File: config.mk
export PLATFORM = sky130hd
export DESIGN_NAME = event_arbiter
export DESIGN_NICKNAME = d
export VERILOG_FILES = /design/src/rtl/event_arbiter.sv
export SDC_FILE = /design/constraint.sdc
export NUM_CORES = 1
export LEC_CHECK = 0
export ABC_AREA = 0
export CAP_MARGIN = 15
export CORE_MARGIN = 2
export CORE_UTILIZATION = 50
export CTS_CLUSTER_DIAMETER = 150
export DETAILED_ROUTE_END_ITERATION = 7
export PLACE_DENSITY = 0.69
export SETUP_SLACK_MARGIN = 0.5
export SYNTH_ARGS = -nofsm -noshare
export SYNTH_HDL_FRONTEND = slang
export SYNTH_SLANG_ARGS = --single-unit
File: constraint.sdc
create_clock -name clk -period 10.05 [get_ports clk]
set_input_delay 2.01 -clock clk [delete_from_list [all_inputs] [get_ports clk]]
set_output_delay 2.01 -clock clk [all_outputs]
set_load 0.03 [all_outputs]
File: src/rtl/event_arbiter.sv
// Round-robin arbiter for five one-cycle request sources with a per-grant holdoff window.
// Requests latch as pending bits; one event is offered at a time and accepted with evt_ready.
module event_arbiter #(
    parameter int unsigned HOLDOFF_CYCLES = 25000000
) (
    input  logic       clk,
    input  logic       rst,
    input  logic [4:0] req_pulse,
    input  logic       evt_ready,
    input  logic       flush,
    output logic       evt_valid,
    output logic [2:0] evt_id,
    output logic [4:0] pending,
    output logic       busy,
    output logic [7:0] drop_cnt
);

    localparam logic [25:0] HOLD_LOAD =
        (HOLDOFF_CYCLES == 0) ? 26'd0 : 26'(HOLDOFF_CYCLES - 1);

    typedef enum logic [1:0] {
        S_IDLE,
        S_OFFER,
        S_HOLDOFF
    } state_t;

    state_t      r_state;
    state_t      w_state_nxt;
    logic [4:0]  r_pending;
    logic [4:0]  w_pending_nxt;
    logic [2:0]  r_last;
    logic [2:0]  r_evt_id;
    logic        r_evt_valid;
    logic        r_busy;
    logic [7:0]  r_drop_cnt;
    logic [7:0]  w_drop_nxt;
    logic [25:0] r_hold_cnt;
    logic [25:0] w_hold_nxt;
    logic        w_accept;
    logic        w_load_id;
    logic [2:0]  w_pick;
    logic [4:0]  w_clear;
    logic [4:0]  w_drop;
    logic [2:0]  w_drop_num;
    logic [8:0]  w_drop_sum;

    // Nearest pending index at or after last+1, wrapping modulo 5.
    function automatic logic [2:0] rr_pick(input logic [4:0] req, input logic [2:0] last);
        logic [2:0]  pick;
        int unsigned idx;
        pick = 3'd0;
        idx  = 0;
        for (int unsigned k = 5; k >= 1; k--) begin
            idx = (32'(last) + k) % 5;
            if (req[idx]) begin
                pick = 3'(idx);
            end
        end
        return pick;
    endfunction

    assign w_accept = (r_state == S_OFFER) && evt_ready;
    assign w_pick   = rr_pick(r_pending, r_last);
    assign w_clear  = w_accept ? (5'b00001 << r_evt_id) : 5'b00000;
    assign w_drop   = req_pulse & r_pending & ~w_clear;

    always_comb begin
        w_pending_nxt = (r_pending & ~w_clear) | req_pulse;
        if (flush) begin
            w_pending_nxt = '0;
        end
    end

    // Drops are counted even when flush discards the latch in the same cycle.
    always_comb begin
        w_drop_num = '0;
        for (int unsigned i = 0; i < 5; i++) begin
            w_drop_num = w_drop_num + {2'b00, w_drop[i]};
        end
        w_drop_sum = {1'b0, r_drop_cnt} + {6'b000000, w_drop_num};
        w_drop_nxt = w_drop_sum[8] ? 8'hFF : w_drop_sum[7:0];
    end

    always_comb begin
        w_state_nxt = r_state;
        w_hold_nxt  = r_hold_cnt;
        w_load_id   = 1'b0;
        case (r_state)
            S_IDLE: begin
                if (!flush && (r_pending != 5'b00000)) begin
                    w_state_nxt = S_OFFER;
                    w_load_id   = 1'b1;
                end
            end
            S_OFFER: begin
                if (w_accept) begin
                    w_state_nxt = (HOLDOFF_CYCLES == 0) ? S_IDLE : S_HOLDOFF;
                    w_hold_nxt  = HOLD_LOAD;
                end else if (flush) begin
                    w_state_nxt = S_IDLE;
                end
            end
            S_HOLDOFF: begin
                if (r_hold_cnt == 26'd0) begin
                    w_state_nxt = S_IDLE;
                end else begin
                    w_hold_nxt = r_hold_cnt - 26'd1;
                end
            end
            default: begin
                w_state_nxt = S_IDLE;
            end
        endcase
    end

    always_ff @(posedge clk) begin
        if (!rst) begin
            r_state     <= S_IDLE;
            r_pending   <= '0;
            r_last      <= 3'd4;
            r_evt_id    <= '0;
            r_evt_valid <= 1'b0;
            r_busy      <= 1'b0;
            r_drop_cnt  <= '0;
            r_hold_cnt  <= '0;
        end else begin
            r_state     <= w_state_nxt;
            r_pending   <= w_pending_nxt;
            r_drop_cnt  <= w_drop_nxt;
            r_hold_cnt  <= w_hold_nxt;
            r_evt_valid <= (w_state_nxt == S_OFFER);
            r_busy      <= (w_state_nxt != S_IDLE);
            if (w_load_id) begin
                r_evt_id <= w_pick;
            end
            if (w_accept) begin
                r_last <= r_evt_id;
            end
        end
    end

    assign evt_valid = r_evt_valid;
    assign evt_id    = r_evt_id;
    assign pending   = r_pending;
    assign busy      = r_busy;
    assign drop_cnt  = r_drop_cnt;

endmodule

==> results of run 1 <==
-- synthesized netlist by cell type (4+ instances only) --
master and count:
or3b_2 4, o211ai_1 11, a22oi_1 4, xnor2_1 7
ha_1 31, a211oi_1 6, clkbuf_1 17, a211o_1 5
a21oi_1 44, nand3_1 16, inv_1 29, mux2i_1 11
nor3_1 21, o21ai_0 21, nand4_1 8, clkinv_1 4
xor2_1 26, and2_1 5, nand4b_1 6, nand3b_1 4
and3_1 4, dfxtp_1 49, nor2b_1 9, a31oi_1 9
nand2b_1 9, nand2_1 36, buf_2 6, nor2_1 55
-- flip-flops by register name, indices dropped and copies added (netlist names) --
name and cells:
busy 1, drop_cnt 8, evt_id 3, evt_valid 1, pending 5, r_hold_cnt 26
r_last 3, r_state 2
-- area by class of cell --
| cell class | instances | area (sq um) | area share |
|---|---|---|---|
| clock buffers | 5 | 68.8 | 0.0150 |
| clock inverters | 3 | 43.8 | 0.00953 |
| inverters | 36 | 135 | 0.0294 |
| multi-input cells | 424 | 2960 | 0.644 |
| flip-flops and latches | 49 | 981 | 0.214 |
| well taps | 105 | 131 | 0.0286 |
| repair buffers | 28 | 275 | 0.0599 |
-- cell families after synthesis --
| family | count (synthesis) | synth area share |
|---|---|---|
| compound gates | 139 | 0.224 |
| xor+xnor | 35 | 0.0792 |
| fa+ha+maj | 34 | 0.107 |
| buf+inv | 64 | 0.0625 |
| flops | 49 | 0.233 |
| mux | 15 | 0.0396 |
| simple gates | 201 | 0.255 |
-- through the flow --
step | area [sq um] | total power (W) | util
after floorplan | 4200 | 0.000352 | -
after global placement | 4480 | 0.000387 | 0.548
after detailed placement | 4480 | 0.000390 | 0.548
after CTS | 4590 | 0.000531 | 0.562
after global routing | 4590 | 0.000560 | 0.562
final | 4590 | 0.000530 | 0.562
-- where the power goes --
group	switching [W]	internal [W]	total [W]
Clock	0.0000672	0.0000746	0.000142
Combinational	0.0000952	0.0000656	0.000161
Sequential	0.0000180	0.000209	0.000227
Total	0.000180	0.000349	0.000530
-- worst min path at each step --
stage	from	end	slack [ns]	depth (start not counted)
2_1_floorplan	r_hold_cnt[0]	r_hold_cnt[0]	0.46	1
3_3_place_gp	r_hold_cnt[0]	r_hold_cnt[0]	0.48	1
3_5_place_dp	r_hold_cnt[0]	r_hold_cnt[0]	0.50	1
4_1_cts	r_hold_cnt[0]	r_hold_cnt[0]	0.51	1
5_1_grt	r_hold_cnt[8]	r_hold_cnt[8]	0.55	2
6_report	r_hold_cnt[0]	r_hold_cnt[0]	0.51	1
-- worst reg2reg max path: cells and delay by family, from the launching register on --
kind                     cells  cell delay (ns)
AO/OA/AOI/OAI                6             1.46
adder cells (fa/ha/maj)      3             1.40
buffers and inverters        2             0.97
AND/OR/NAND/NOR              4             0.93
flip-flops                   1             0.65
multiplexers                 1             0.42
-- cell usage in the layout (no fill, tap or decap), types with 11 or more instances in the layout --
cell	instances
nor2_1	55
dfxtp_1	49
a21oi_1	44
nand2_1	36
ha_1	31
inv_1	29
xor2_1	26
clkdlybuf4s50_1	26
o21ai_0	21
nor3_1	21
nand3_1	16
o211ai_1	11
mux2i_1	11
-- metal layers --
layer	routed length (um)	share of wire	vias up	GRT usage
met5	0	0	-	0
met4	130	0.013	0	0.0536
met3	414	0.041	15	0.0253
met2	4900	0.48	98	0.401
met1	4740	0.46	1858	0.311
li1	-	-	1946	-
==> impl_metrics.ini, run 1 <==
[run_status]
outcome = finished, final reports clean

[clock_network]
cts_setup_buffers = 0
cts.path.max_buffers = 2
cts.sinks = 49
clkTransAtPathRegs_ns = 0.09
clockRootBuffer = clkbuf_8
cts_made_buffers = 5
clk_latency_ns = 0.31
post_cts_resized = 0
cts_tree = done
ctsHtreeMaxLevel = 2
cts_hold_buffers = 0

[power]
p_leak_nw = 1.79
power_density_nw_per_um2 = 115
ir_drop_mv = 0.107

[synthesis]
synth_warnings = 0
ys_seq_area_frac = 0.233
ys_top_cells_by_area = dfxtp_1, ha_1, xor2_1
synth_nets = 580
postSynthCellCount = 537
ys_async_sr_fraction = 0
synthFlopType = dfxtp_1
ys_types = 81
synth_edf_count = 0
yosys.area.top_type = dfxtp_1
ys_ff_latch = 49
syn_area_sq_um = 4200
syn_area_per_cell_sq_um = 7.83
synth_top_area_share = 0.233

[sta]
min_period_ns = 6.35
worst_slack_ns = 3.70
max_slew_margin = 0.467
holdWs_ns = 0.506
period_share = 0.632
skew_ns = 0.0169
hold_viol_final = 0
setup_viol = 0
tightest_slew_ns = 0.794
final.setup.tns_ns = 0
rsz0062_at_grt = false
fmax_mhz = 157
finalMaxSlewViolations = 0

[critical_path]
slowest_delay_ns = 0.57
critPathLaunchType = primary input
crit_path_end = drop_cnt[1]
cp_slowest_cell = nand3b_1
reg2reg_from = r_last[1]
r2r_cells = 16
crit_required_ns = 10.26
cp.arrival_ns = 6.57
cp_top_family = simple AND/OR/NAND/NOR gates
crit_fanout = 19
cp_common_cell = inv_1
path_buf_inv = 5
worstSetupPathType = in2reg
rrSetupSlack_ns = 4.11
cp-end-kind = flop
r2r_end = evt_id[1]
crit_path_start = evt_ready
crit_cells = 19
crit_chain = clkdlybuf4s50_1 -> nand3b_1 -> nor2_1 -> nand2_1 -> o21ai_0 -> nor2_1 -> fa_1 -> inv_1 -> fa_1 -> inv_1 -> ha_1 -> inv_1 -> fa_1 -> nor2b_1 -> o21a_1 -> nand2_1 -> nor2_1 -> inv_1 -> a21oi_1

[routing]
first_iter_violations = 209
totalWireLength_um = 10200
postRouteAntennaNets = 0
drt-pass1-iter-count = 4
vias_per_cell = 6.03
avgRoutedWirePerCell_um = 15.7
vias = 3917
drcViolationCount = 0

[floorplanning]
die_w_um = 95.7
num_rows = 33
pin_count = 27
core_sq_um = 8180
initial_core_util = 0.514
fp.dieH_um = 95.7
dieArea_sq_um = 9150

[global_route]
antenna_found_initial = 0
gr-total-overflow = 0
grt_pass1_vias = 3704
grtUsageTotal = 0.232
grt_start_max_net_pins = 42
grt_pass1_wl_um = 17400

[final_layout]
nets = 587
fill_cells = 775
stdcell_count = 650
layout-drive-gt1-share = 0.0661
antenna_cells = 0
syn2layout_area_growth_pct = 9.32

[place]
pre_cts_ws_ns = 3.46
gp_congestion = 0.926
port_buffers = 26
place_hpwl_um = 7280
place_inst = 642

[flow_run]
maxCapViolations = 0

[hold_path]
worstHoldPathType = reg2reg
Note: power is estimated with default switching activity, not from simulation.
==> inputs of run 2 (changes only) <==
--- a/config.mk
+++ b/config.mk
@@ -11,7 +11,7 @@
 export CORE_UTILIZATION = 50
 export CTS_CLUSTER_DIAMETER = 150
 export DETAILED_ROUTE_END_ITERATION = 7
-export PLACE_DENSITY = 0.69
+export PLACE_DENSITY = 0.72
 export SETUP_SLACK_MARGIN = 0.5
 export SYNTH_ARGS = -nofsm -noshare
 export SYNTH_HDL_FRONTEND = slang
==> constraint.sdc (replaced) <==
create_clock -name clk -period 5.1 [get_ports clk]
set_input_delay 1.02 -clock clk [delete_from_list [all_inputs] [get_ports clk]]
set_output_delay 1.02 -clock clk [all_outputs]
set_load 0.03 [all_outputs]
==> impl_metrics.ini, run 2 (synthesis results as in run 1) <==
[place]
place_hpwl_um = 7370
pre_cts_ws_ns = 0.222
place_area_sq_um = 4540
port_buffers = 26
gp_congestion = 0.923

[floorplanning]
pin_count = 27
num_rows = 33
dieArea_sq_um = 9150
fp.dieH_um = 95.7
die_w_um = 95.7
initial_core_util = 0.514
core_sq_um = 8180

[critical_path]
cp_common_cell = ha_1
cp_slowest_cell = dfxtp_1
crit_required_ns = 5.27
crit_chain = inv_2 -> ha_1 -> xnor2_4 -> inv_2 -> ha_1 -> or3b_2 -> o22ai_1 -> or2_2 -> ha_1 -> nor2b_1 -> nor3_1 -> a211oi_4 -> buf_4 -> mux2i_2 -> a31oi_1 -> a31oi_2 -> mux2i_1 -> o32ai_1
worstSetupPathType = reg2reg
crit_fanout = 6
rrSetupSlack_ns = 0.72
cp-end-kind = flop
slowest_delay_ns = 0.44
cp.arrival_ns = 4.54
cp_top_family = compound AO/OA/AOI/OAI gates
path_buf_inv = 3
critPathLaunchType = flop

[clock_network]
cts.path.max_buffers = 2
cts_tree = done
clkTransAtPathRegs_ns = 0.10
cts_hold_buffers = 0
clockRootBuffer = clkbuf_8
ctsHtreeMaxLevel = 2
cts_made_buffers = 5
clk_latency_ns = 0.31
cts.sinks = 49

[routing]
first_iter_violations = 198
drt-pass1-iter-count = 5
vias_per_cell = 5.91
drcViolationCount = 0
vias = 3894
avgRoutedWirePerCell_um = 15.1
postRouteAntennaNets = 0
totalWireLength_um = 9980

[power]
power_density_nw_per_um2 = 213
p_clk_frac = 0.231
power_w = 0.000994
p_int_w = 0.000641
switching_power_w = 0.000353
p_seq_frac = 0.451
power_frac_comb = 0.318
ir_drop_mv = 0.275
p_leak_nw = 1.82
switching_share = 0.355

[sta]
tightest_slew_ns = 0.789
finalMaxSlewViolations = 0
rsz0062_at_grt = false
period_share = 0.858
hold_viol_final = 0
holdWs_ns = 0.514
setup_viol = 0
min_period_ns = 4.38
fmax_mhz = 229
final.setup.tns_ns = 0
max_slew_margin = 0.474
skew_ns = 0.0116
worst_slack_ns = 0.725

[final_layout]
final_cell_mix = nor2_1, dfxtp_1, a21oi_1
largest_register_ffs = 26
stdcell_area_sq_um = 4670
largest-register = r_hold_cnt
final_common_cell = nor2_1
antenna_cells = 0
seqCellArea_sq_um = 982
syn2layout_area_growth_pct = 11.2
fill_cells = 775
multi_input_area_sq_um = 2990
layout-drive-gt1-share = 0.0903
nets = 596

[global_route]
grt_pass1_wl_um = 16800
grt_start_max_net_pins = 40
grtUsageTotal = 0.226
antenna_found_initial = 0
gr-total-overflow = 0
grt_pass1_vias = 3642

[flow_run]
maxCapViolations = 0

[hold_path]
worstHoldPathType = reg2reg

[run_status]
outcome = finished, final reports clean
-- run 2: area by class of cell --
cell class | count | share of cell area
well taps | 105 | 0.0281
flip-flops and latches | 49 | 0.210
repair buffers | 37 | 0.0739
clock inverters | 2 | 0.00321
inverters | 36 | 0.0289
clock buffers | 6 | 0.0155
multi-input cells | 424 | 0.640
-- run 2: metal layers --
layer  track usage  share of wire  vias to the layer above
met5             0              0                        -
met4        0.0571         0.0096                        0
li1              -              -                     1970
met3        0.0229          0.038                        8
met2         0.392           0.47                       97
met1         0.300           0.48                     1819
-- run 2: metrics by stage --
step	instances	utilization
2_1_floorplan	537	-
3_3_place_gp	650	0.556
3_5_place_dp	650	0.556
4_1_cts	658	0.566
5_1_grt	659	0.571
6_report	659	0.571
-- run 2: timing repair --
| action | 4_1_cts | 5_1_grt |
|---|---|---|
| buffers inserted | 0 | 1 |
| endpoints found under the setup margin | 0 | 10 |
| resized for setup | 0 | 10 |
-- run 2: final timing paths --
kind	cells after the start	endpoint	from
setup / recovery	18	evt_id[0]	r_last[0]
hold / removal	1	r_hold_cnt[0]	r_hold_cnt[0]
setup reg to reg	18	evt_id[0]	r_last[0]
hold reg to reg	1	r_hold_cnt[0]	r_hold_cnt[0]
-- run 2: power by group through the flow --
stage / Combinational, W / Sequential (W) / Clock (W)
6_report: 0.000316 / 0.000448 / 0.000229
5_1_grt: 0.000355 / 0.000453 / 0.000244
4_1_cts: 0.000313 / 0.000447 / 0.000231
3_5_place_dp: 0.000311 / 0.000456 / 0
3_3_place_gp: 0.000305 / 0.000455 / 0
2_1_floorplan: 0.000235 / 0.000457 / 0
-- run 2: worst register-to-register path, cell delays in order (launching register included) --
cell and delay [ns]:
dfxtp_1 0.44, inv_2 0.06, ha_1 0.27, xnor2_4 0.22, inv_2 0.11, ha_1 0.22, or3b_2 0.44, o22ai_1 0.28
or2_2 0.22, ha_1 0.18, nor2b_1 0.22, nor3_1 0.10, a211oi_4 0.20, buf_4 0.19, mux2i_2 0.31, a31oi_1 0.14
a31oi_2 0.27, mux2i_1 0.26, o32ai_1 0.10
